**config.mk**
```make
export PLATFORM = sky130hd
export DESIGN_NAME = mux_sel_arb_flat
export DESIGN_NICKNAME = d
export VERILOG_FILES = /design/src/rtl/mux_sel_arb_pkg.sv /design/src/rtl/mux_sel_arb_if.sv /design/src/rtl/mux_sel_arb_rr_pick.sv /design/src/rtl/mux_sel_arb.sv /design/src/flat_wrapper.sv
export SDC_FILE = /design/constraint.sdc
export NUM_CORES = 1
export LEC_CHECK = 0
export BUFFER_PORTS_ARGS = -buffer_cell sky130_fd_sc_hd__buf_2
export CAP_MARGIN = 20
export CORE_MARGIN = 4
export CORE_UTILIZATION = 45
export DETAILED_ROUTE_END_ITERATION = 7
export GPL_TIMING_DRIVEN = 0
export PLACE_DENSITY = 0.74
export SLEW_MARGIN = 10
export SYNTH_ARGS = -nofsm -noshare
export SYNTH_HDL_FRONTEND = slang
export SYNTH_HIERARCHICAL = 1
export SYNTH_SLANG_ARGS = --single-unit
```
**constraint.sdc**
```tcl
create_clock -name clk -period 1.9 [get_ports clk]
set_input_delay 0.19 -clock clk [delete_from_list [all_inputs] [get_ports clk]]
set_output_delay 0.19 -clock clk [all_outputs]
set_load 0.01 [all_outputs]
```
**src/rtl/mux_sel_arb_pkg.sv**
```systemverilog
`default_nettype none
// ============================================================================
// Module  : mux_pkg
// Brief   : Shared types and constants for the mux_sel_arb arbiter slice.
//           FSM state encoding, source count, grant-id type and the
//           id-to-one-hot select decode.
// Revision: 1.0 - initial release
// ============================================================================
package mux_pkg;

  localparam int NUM_SRC = 3;

  // 0 = no grant, 1..NUM_SRC = index of the granted source
  typedef logic [1:0] gnt_id_t;

  localparam gnt_id_t GNT_NONE       = 2'd0;
  // Reset value of last_gnt: pointing at the last source makes req1 the
  // first candidate of the round-robin search.
  localparam gnt_id_t GNT_RESET_LAST = 2'd3;

  typedef enum logic [0:0] {
    ST_IDLE  = 1'b0,
    ST_GRANT = 1'b1
  } state_t;

  // Grant index to one-hot select vector (bit0 = sel1).
  function automatic logic [NUM_SRC-1:0] id_to_sel(gnt_id_t id);
    logic [NUM_SRC-1:0] v;
    v = '0;
    case (id)
      2'd1:    v = 3'b001;
      2'd2:    v = 3'b010;
      2'd3:    v = 3'b100;
      default: v = '0;
    endcase
    return v;
  endfunction

endpackage
`default_nettype wire

```
**src/rtl/mux_sel_arb_if.sv**
```systemverilog
`default_nettype none
// ============================================================================
// Module  : mux_sel_arb_if
// Brief   : Request/select bundle between request sources and the arbiter.
//           req1..req3, rel : requests and release, driven by the sources
//           sel1..sel3      : one-hot mux select, driven by the arbiter
//           busy, gnt_id    : grant status, driven by the arbiter
//           modport master = source side, modport slave = arbiter side.
// Revision: 1.0 - initial release
// ============================================================================
interface mux_sel_arb_if;
  import mux_pkg::*;

  logic    req1;
  logic    req2;
  logic    req3;
  logic    rel;
  logic    sel1;
  logic    sel2;
  logic    sel3;
  logic    busy;
  gnt_id_t gnt_id;

  modport master (
    output req1, req2, req3, rel,
    input  sel1, sel2, sel3, busy, gnt_id
  );

  modport slave (
    input  req1, req2, req3, rel,
    output sel1, sel2, sel3, busy, gnt_id
  );

endinterface
`default_nettype wire

```
**src/rtl/mux_sel_arb_rr_pick.sv**
```systemverilog
`default_nettype none
// ============================================================================
// Module  : rr_pick
// Brief   : Combinational round-robin winner selection.
//           req      [in]  request vector, bit0 = source 1
//           last_gnt [in]  index (1..NUM_SRC) of the previous winner
//           winner   [out] index of the first requester after last_gnt,
//                          GNT_NONE when nobody requests
//           any_req  [out] at least one request is high
// Revision: 1.0 - initial release
// ============================================================================
module rr_pick
  import mux_pkg::*;
(
  input  logic [NUM_SRC-1:0] req,
  input  gnt_id_t            last_gnt,
  output gnt_id_t            winner,
  output logic               any_req
);

  logic [2:0] w_cand;
  logic [1:0] w_idx;

  assign any_req = |req;

  // Walk the candidates last_gnt+1, last_gnt+2, ... wrapping past NUM_SRC
  // back to 1; the first one found requesting is kept.
  always_comb begin
    winner = GNT_NONE;
    w_cand = '0;
    w_idx  = '0;
    for (int k = 1; k <= NUM_SRC; k++) begin
      w_cand = {1'b0, last_gnt} + 3'(k);
      if (w_cand > 3'(NUM_SRC)) begin
        w_cand = w_cand - 3'(NUM_SRC);
      end
      w_idx = w_cand[1:0] - 2'd1;
      if ((winner == GNT_NONE) && req[w_idx]) begin
        winner = w_cand[1:0];
      end
    end
  end

endmodule
`default_nettype wire

```
**src/rtl/mux_sel_arb.sv**
```systemverilog
`default_nettype none
// ============================================================================
// Module  : mux_sel_arb
// Brief   : Three-source round-robin arbiter producing a registered one-hot
//           select for a downstream mux. A grant lasts until release, the
//           grantee dropping its request, or HOLD_MAX cycles, and is always
//           followed by one dead cycle with no select high.
//           clk    [in]  clock, rising edge
//           rst_n  [in]  asynchronous active-low reset
//           bus    [slave] req1..3/rel in; sel1..3/busy/gnt_id out (all flops)
//           HOLD_MAX: max consecutive grant cycles, legal range 1..15
// Revision: 1.0 - initial release
// ============================================================================
module mux_sel_arb
  import mux_pkg::*;
#(
  parameter int HOLD_MAX = 8
) (
  input  logic          clk,
  input  logic          rst_n,
  mux_sel_arb_if.slave  bus
);

  localparam int                    c_HOLD_W    = $clog2(HOLD_MAX + 1);
  localparam logic [c_HOLD_W-1:0]   c_HOLD_LAST = c_HOLD_W'(HOLD_MAX - 1);

  state_t               r_state;
  state_t               w_state_nxt;
  gnt_id_t              r_last_gnt;
  gnt_id_t              r_gnt_id;
  gnt_id_t              w_gnt_id_nxt;
  gnt_id_t              w_winner;
  logic [c_HOLD_W-1:0]  r_hold_cnt;
  logic [NUM_SRC-1:0]   w_req;
  logic [NUM_SRC-1:0]   r_sel;
  logic [NUM_SRC-1:0]   w_sel_nxt;
  logic                 r_busy;
  logic                 w_busy_nxt;
  logic                 w_any_req;
  logic                 w_grant_exit;

  assign w_req = {bus.req3, bus.req2, bus.req1};

  rr_pick u_rr_pick (
    .req      (w_req),
    .last_gnt (r_last_gnt),
    .winner   (w_winner),
    .any_req  (w_any_req)
  );

  // r_sel is the one-hot of the current grantee, so masking the request
  // vector with it yields the grantee's own request.
  assign w_grant_exit = bus.rel
                      | ~(|(w_req & r_sel))
                      | (r_hold_cnt == c_HOLD_LAST);

  // State and output registers. Outputs are loaded from their next values so
  // nothing downstream sees a combinational path from req/rel.
  always_ff @(posedge clk or negedge rst_n) begin
    if (!rst_n) begin
      r_state    <= ST_IDLE;
      r_sel      <= '0;
      r_busy     <= 1'b0;
      r_gnt_id   <= GNT_NONE;
      r_hold_cnt <= '0;
      r_last_gnt <= GNT_RESET_LAST;
    end else begin
      r_state  <= w_state_nxt;
      r_sel    <= w_sel_nxt;
      r_busy   <= w_busy_nxt;
      r_gnt_id <= w_gnt_id_nxt;
      if ((r_state == ST_GRANT) && (w_state_nxt == ST_GRANT)) begin
        r_hold_cnt <= r_hold_cnt + c_HOLD_W'(1);
      end else begin
        r_hold_cnt <= '0;
      end
      if ((r_state == ST_IDLE) && (w_state_nxt == ST_GRANT)) begin
        r_last_gnt <= w_winner;
      end
    end
  end

  // Next state. Leaving GRANT always passes through IDLE, which is what
  // produces the dead cycle between grants.
  always_comb begin
    w_state_nxt = r_state;
    case (r_state)
      ST_IDLE: begin
        if (w_any_req) begin
          w_state_nxt = ST_GRANT;
        end
      end
      ST_GRANT: begin
        if (w_grant_exit) begin
          w_state_nxt = ST_IDLE;
        end
      end
      default: w_state_nxt = ST_IDLE;
    endcase
  end

  // Next outputs. The winner is only taken on entry to GRANT; while the grant
  // is held the current grantee is kept, so other requests are ignored.
  always_comb begin
    w_sel_nxt    = '0;
    w_busy_nxt   = 1'b0;
    w_gnt_id_nxt = GNT_NONE;
    if (w_state_nxt == ST_GRANT) begin
      w_busy_nxt   = 1'b1;
      w_gnt_id_nxt = (r_state == ST_IDLE) ? w_winner : r_gnt_id;
      w_sel_nxt    = id_to_sel(w_gnt_id_nxt);
    end
  end

  assign bus.sel1   = r_sel[0];
  assign bus.sel2   = r_sel[1];
  assign bus.sel3   = r_sel[2];
  assign bus.busy   = r_busy;
  assign bus.gnt_id = r_gnt_id;

endmodule
`default_nettype wire

```
**src/flat_wrapper.sv**
```systemverilog
// flat-port wrapper written by rule: the top's interface ports become plain ports
module mux_sel_arb_flat import mux_pkg::*;
#(
  parameter int HOLD_MAX = 8
)
  (clk, rst_n, bus_req1, bus_req2, bus_req3, bus_rel, bus_sel1, bus_sel2, bus_sel3, bus_busy, bus_gnt_id);
  mux_sel_arb_if bus_i ();
  input  logic clk;
  input  logic rst_n;
  input wire logic [$bits(bus_i.req1)-1:0] bus_req1;
  input wire logic [$bits(bus_i.req2)-1:0] bus_req2;
  input wire logic [$bits(bus_i.req3)-1:0] bus_req3;
  input wire logic [$bits(bus_i.rel)-1:0] bus_rel;
  output wire logic [$bits(bus_i.sel1)-1:0] bus_sel1;
  output wire logic [$bits(bus_i.sel2)-1:0] bus_sel2;
  output wire logic [$bits(bus_i.sel3)-1:0] bus_sel3;
  output wire logic [$bits(bus_i.busy)-1:0] bus_busy;
  output wire logic [$bits(bus_i.gnt_id)-1:0] bus_gnt_id;
  assign bus_i.req1 = bus_req1;
  assign bus_i.req2 = bus_req2;
  assign bus_i.req3 = bus_req3;
  assign bus_i.rel = bus_rel;
  assign bus_sel1 = bus_i.sel1;
  assign bus_sel2 = bus_i.sel2;
  assign bus_sel3 = bus_i.sel3;
  assign bus_busy = bus_i.busy;
  assign bus_gnt_id = bus_i.gnt_id;
  mux_sel_arb #(.HOLD_MAX(HOLD_MAX)) u_core (.clk(clk), .rst_n(rst_n), .bus(bus_i));
endmodule
```
==> summary.md <==
| Metric | Value |
|---|---|
| CTS tree | built |
| Least-Margin Pin Slew | around 0.37 ns |
| GP Congestion | about 0.7 |
| Max H-tree Level | 1 |
| Setup violations, final | 5 |
| PD cells | roughly 1800 mW/mm^2 |
| GRT Util Overall | 0.152 |
| Failing checks | setup timing |
| Largest net degree at the start of global routing | 13 |
| Cell area after layout | 871 sq um |
| Area leader, netlist | dfrtp_1 |
| Commonest cells in the synthesized netlist | dfrtp_1 (10), nor2_1 (7), ha_1 (5) |
| WP buf/inv | 1 |
| CP arrival | ~2.2 ns |
| Reg-to-reg setup timing slack | -0.11 ns |
| # IOs | 12 |
| Min cycle time layout | around 2.0 ns |
| Reg-to-Reg Start | u_core/r_last_gnt[0] |
| Post-Syn Area | 677 sq um |
| 1st-pass router iterations | 4 |
| DRC | 0 |
| DR vias | slightly above 500 |
| Die area | about 0.0022 sq mm |
| Syn Nets | between 70 and 80 |
| Placeable Area | roughly 0.0014 sq mm |
| CTS sink cnt | 12 |
| Fin Clk Skew | 0.00777 ns |
| Fmax achieved | a little under 500 MHz |
| Chip width | about 47 um |
| Post-route ant nets | 0 |
| Crit path max fanout | 7 |
| Final period util | 1.06 |
| Hold Path Depth | 3 |
| Drt initial violations | 7 |
| Area delta synth->final | 28.7% |
| Global-route wire length before repair | roughly 2400 um |
| CP top delay family | flip-flops |
| Flops & latches, synth | 12 |
| Fraction of layout cells with a size suffix above 1 | 0.463 |
| Starting Density | 0.495 |
| Status | finished with violations |
| # rows | 13 |
| Synth top area share | 0.370 |
| DR WL/cell | 14.1 um |
| Slew margin rel. | 0.756 |
| Hold Crit Class | in -> reg |
| Crit path required time | 2.08 ns |
| Critical-path cell list | inv_2, ha_4, and4bb_2, o32ai_2, a21o_1, mux2i_4, nand2_1, nor2_1 |
| Max-Cap Viols | 0 |
| Leakage power | around 0.41 nW |
| Avg Vias per Cell | 5.33 |
| Startpoint of the worst hold path | bus_rel |
| Final hold violation count | 0 |
| CP Class | reg -> reg |
| DP Area | roughly 760 sq um |
| PnR worst setup slack | -0.113 ns |
| Ys Warns | 6 |
| Die height | 46.8 um |
| Final WL | 1340 um |
| Multi-input logic area | just over 400 sq um |
| Port bufs | 11 |
| Seq. cell area | between 300 and 400 sq um |
| CTS root buf | clkbuf_4 |
| Max clock buf depth | 2 |
| Fill cell count | 114 |
| Number of diodes | 0 |
| Pwr Total | approximately 1.5 mW |
| Critical Path Start Type | register |
| Count leader, synth | dfrtp_1 |
| Number of flops mapped to enable cells by yosys | 0 |
| Max Slew Vio Count | 0 |
| VDD IR-drop max | between 0.001 and 0.0015 V |
| Worst-Skew Late Latency | between 0.2 and 0.3 ns |
| WHS Endpoint | u_core/r_hold_cnt[1] |
| Post-synthesis async set-or-reset flop share | 1.00 |
| Initial antenna violation count | 0 |
| Avg Synthesized Cell Area | ~11 sq um |
| RSZ-0062 raised after global routing | true |
| Mapped Cells | 60 |
| Critical Path Sink Type | register |
| Reg2Reg Depth | 8 |
| Max incr delay on CP | 0.57 ns |
| Clock transition at path regs | approximately 0.07 ns |
| Vias in the first global route | 555 |
| Worst setup path startpoint | u_core/r_last_gnt[0] |
| Top FF cell, synth | dfrtp_1 |
| Synth top area cells | dfrtp_1 (37%), ha_1 (9.2%), dfstp_2 (7.8%) |
| Total gr overflow | 0 |
| Synth unique cells | 30 |
| Seq/Total Area, Yosys | 0.447 |
| CTS buffer count | 3 |
| Slowest cell on crit path | dfstp_2 |
| Nets | 92 |
| R2R Path End | u_core/r_sel[1] |
-- final cells by class --
class	count	share of cell area
tap	15	0.0216
timing repair buffer	16	0.109
multi-input combinational	43	0.470
clock buffer	4	0.0302
sequential	12	0.348
inverter	5	0.0216
-- metal layers --
layer  track usage  vias to the layer above  part of all wire
met2         0.263                       10              0.50
li1              -                      255                 -
met1         0.193                      239              0.45
met5             0                        -                 0
met3        0.0268                        2             0.044
met4        0.0497                        0            0.0067
-- layout by cell type (no fill, tap or decap), types with 2 or more instances in the layout --
cell type	count
inv_2	2
dfrtp_1	10
clkbuf_4	3
nor3_2	2
mux2_2	2
dfstp_2	2
inv_1	3
buf_2	11
mux2i_1	3
ha_1	3
buf_4	4
and3b_1	2
nor2_1	6
-- worst register-to-register path, stage by stage (launching register included) --
cell and delay, ns:
dfstp_2 0.57, inv_2 0.06, ha_4 0.30, and4bb_2 0.28, o32ai_2 0.11, a21o_1 0.20
mux2i_4 0.22, nand2_1 0.10, nor2_1 0.11
-- report_power, final --
part | switching (mW) | internal [mW] | leakage [nW] | total, mW
Clock | 0.0751 | 0.0810 | 0.0150 | 0.156
Sequential | 0.0666 | 0.342 | 0.156 | 0.409
Combinational | 0.446 | 0.514 | 0.243 | 0.960
-- worst max-delay path by stage --
stage               cells past startpoint         endpoint
finish                                  8  u_core/r_sel[1]
global route                            8  u_core/r_sel[1]
CTS                                     8  u_core/r_sel[1]
detailed placement                      8  u_core/r_sel[1]
global placement                        7  u_core/r_sel[2]
floorplan                               7  u_core/r_sel[2]
-- state kept, by name, summed over array words and instances, names as in the netlist --
name,cells
u_core/r_last_gnt,2
u_core/r_sel,3
u_core/r_hold_cnt,4
u_core/bus.busy,1
u_core/bus.gnt_id,2
-- kinds of logic after synthesis --
group / Yosys count / synth area share
muxes: 7 / 0.109
and+or+nand+nor: 22 / 0.216
adders and majority gates: 5 / 0.0924
buffers and inverters: 5 / 0.0277
DFF: 12 / 0.447
AOI/OAI and AO/OA: 7 / 0.0813
xor gates and xnor gates: 2 / 0.0259
-- repair_timing --
| action | CTS | global route |
|---|---|---|
| hold buffers | 1 | 0 |
| resized for setup | 8 | 4 |
| pin swaps | 5 | 2 |
| setup endpoints to repair | 5 | 7 |
| setup buffers | 4 | 0 |
| endpoints found under the hold margin | 10 | 0 |
-- per-stage QoR --
| stage | utilization | cells | setup TNS [ns] | setup slack, ns | hold WS [ns] |
|---|---|---|---|---|---|
| floorplan | - | 60 | 0 | 0.00380 | -0.106 |
| global placement | 0.559 | 86 | -0.519 | -0.138 | 0.0746 |
| detailed placement | 0.559 | 86 | -0.824 | -0.209 | 0.0776 |
| CTS | 0.631 | 95 | -0.160 | -0.0611 | 0.208 |
| global route | 0.637 | 95 | -0.888 | -0.196 | 0.229 |
| finish | 0.637 | 95 | -0.323 | -0.113 | 0.218 |
Power figures use the tool's default switching activity.
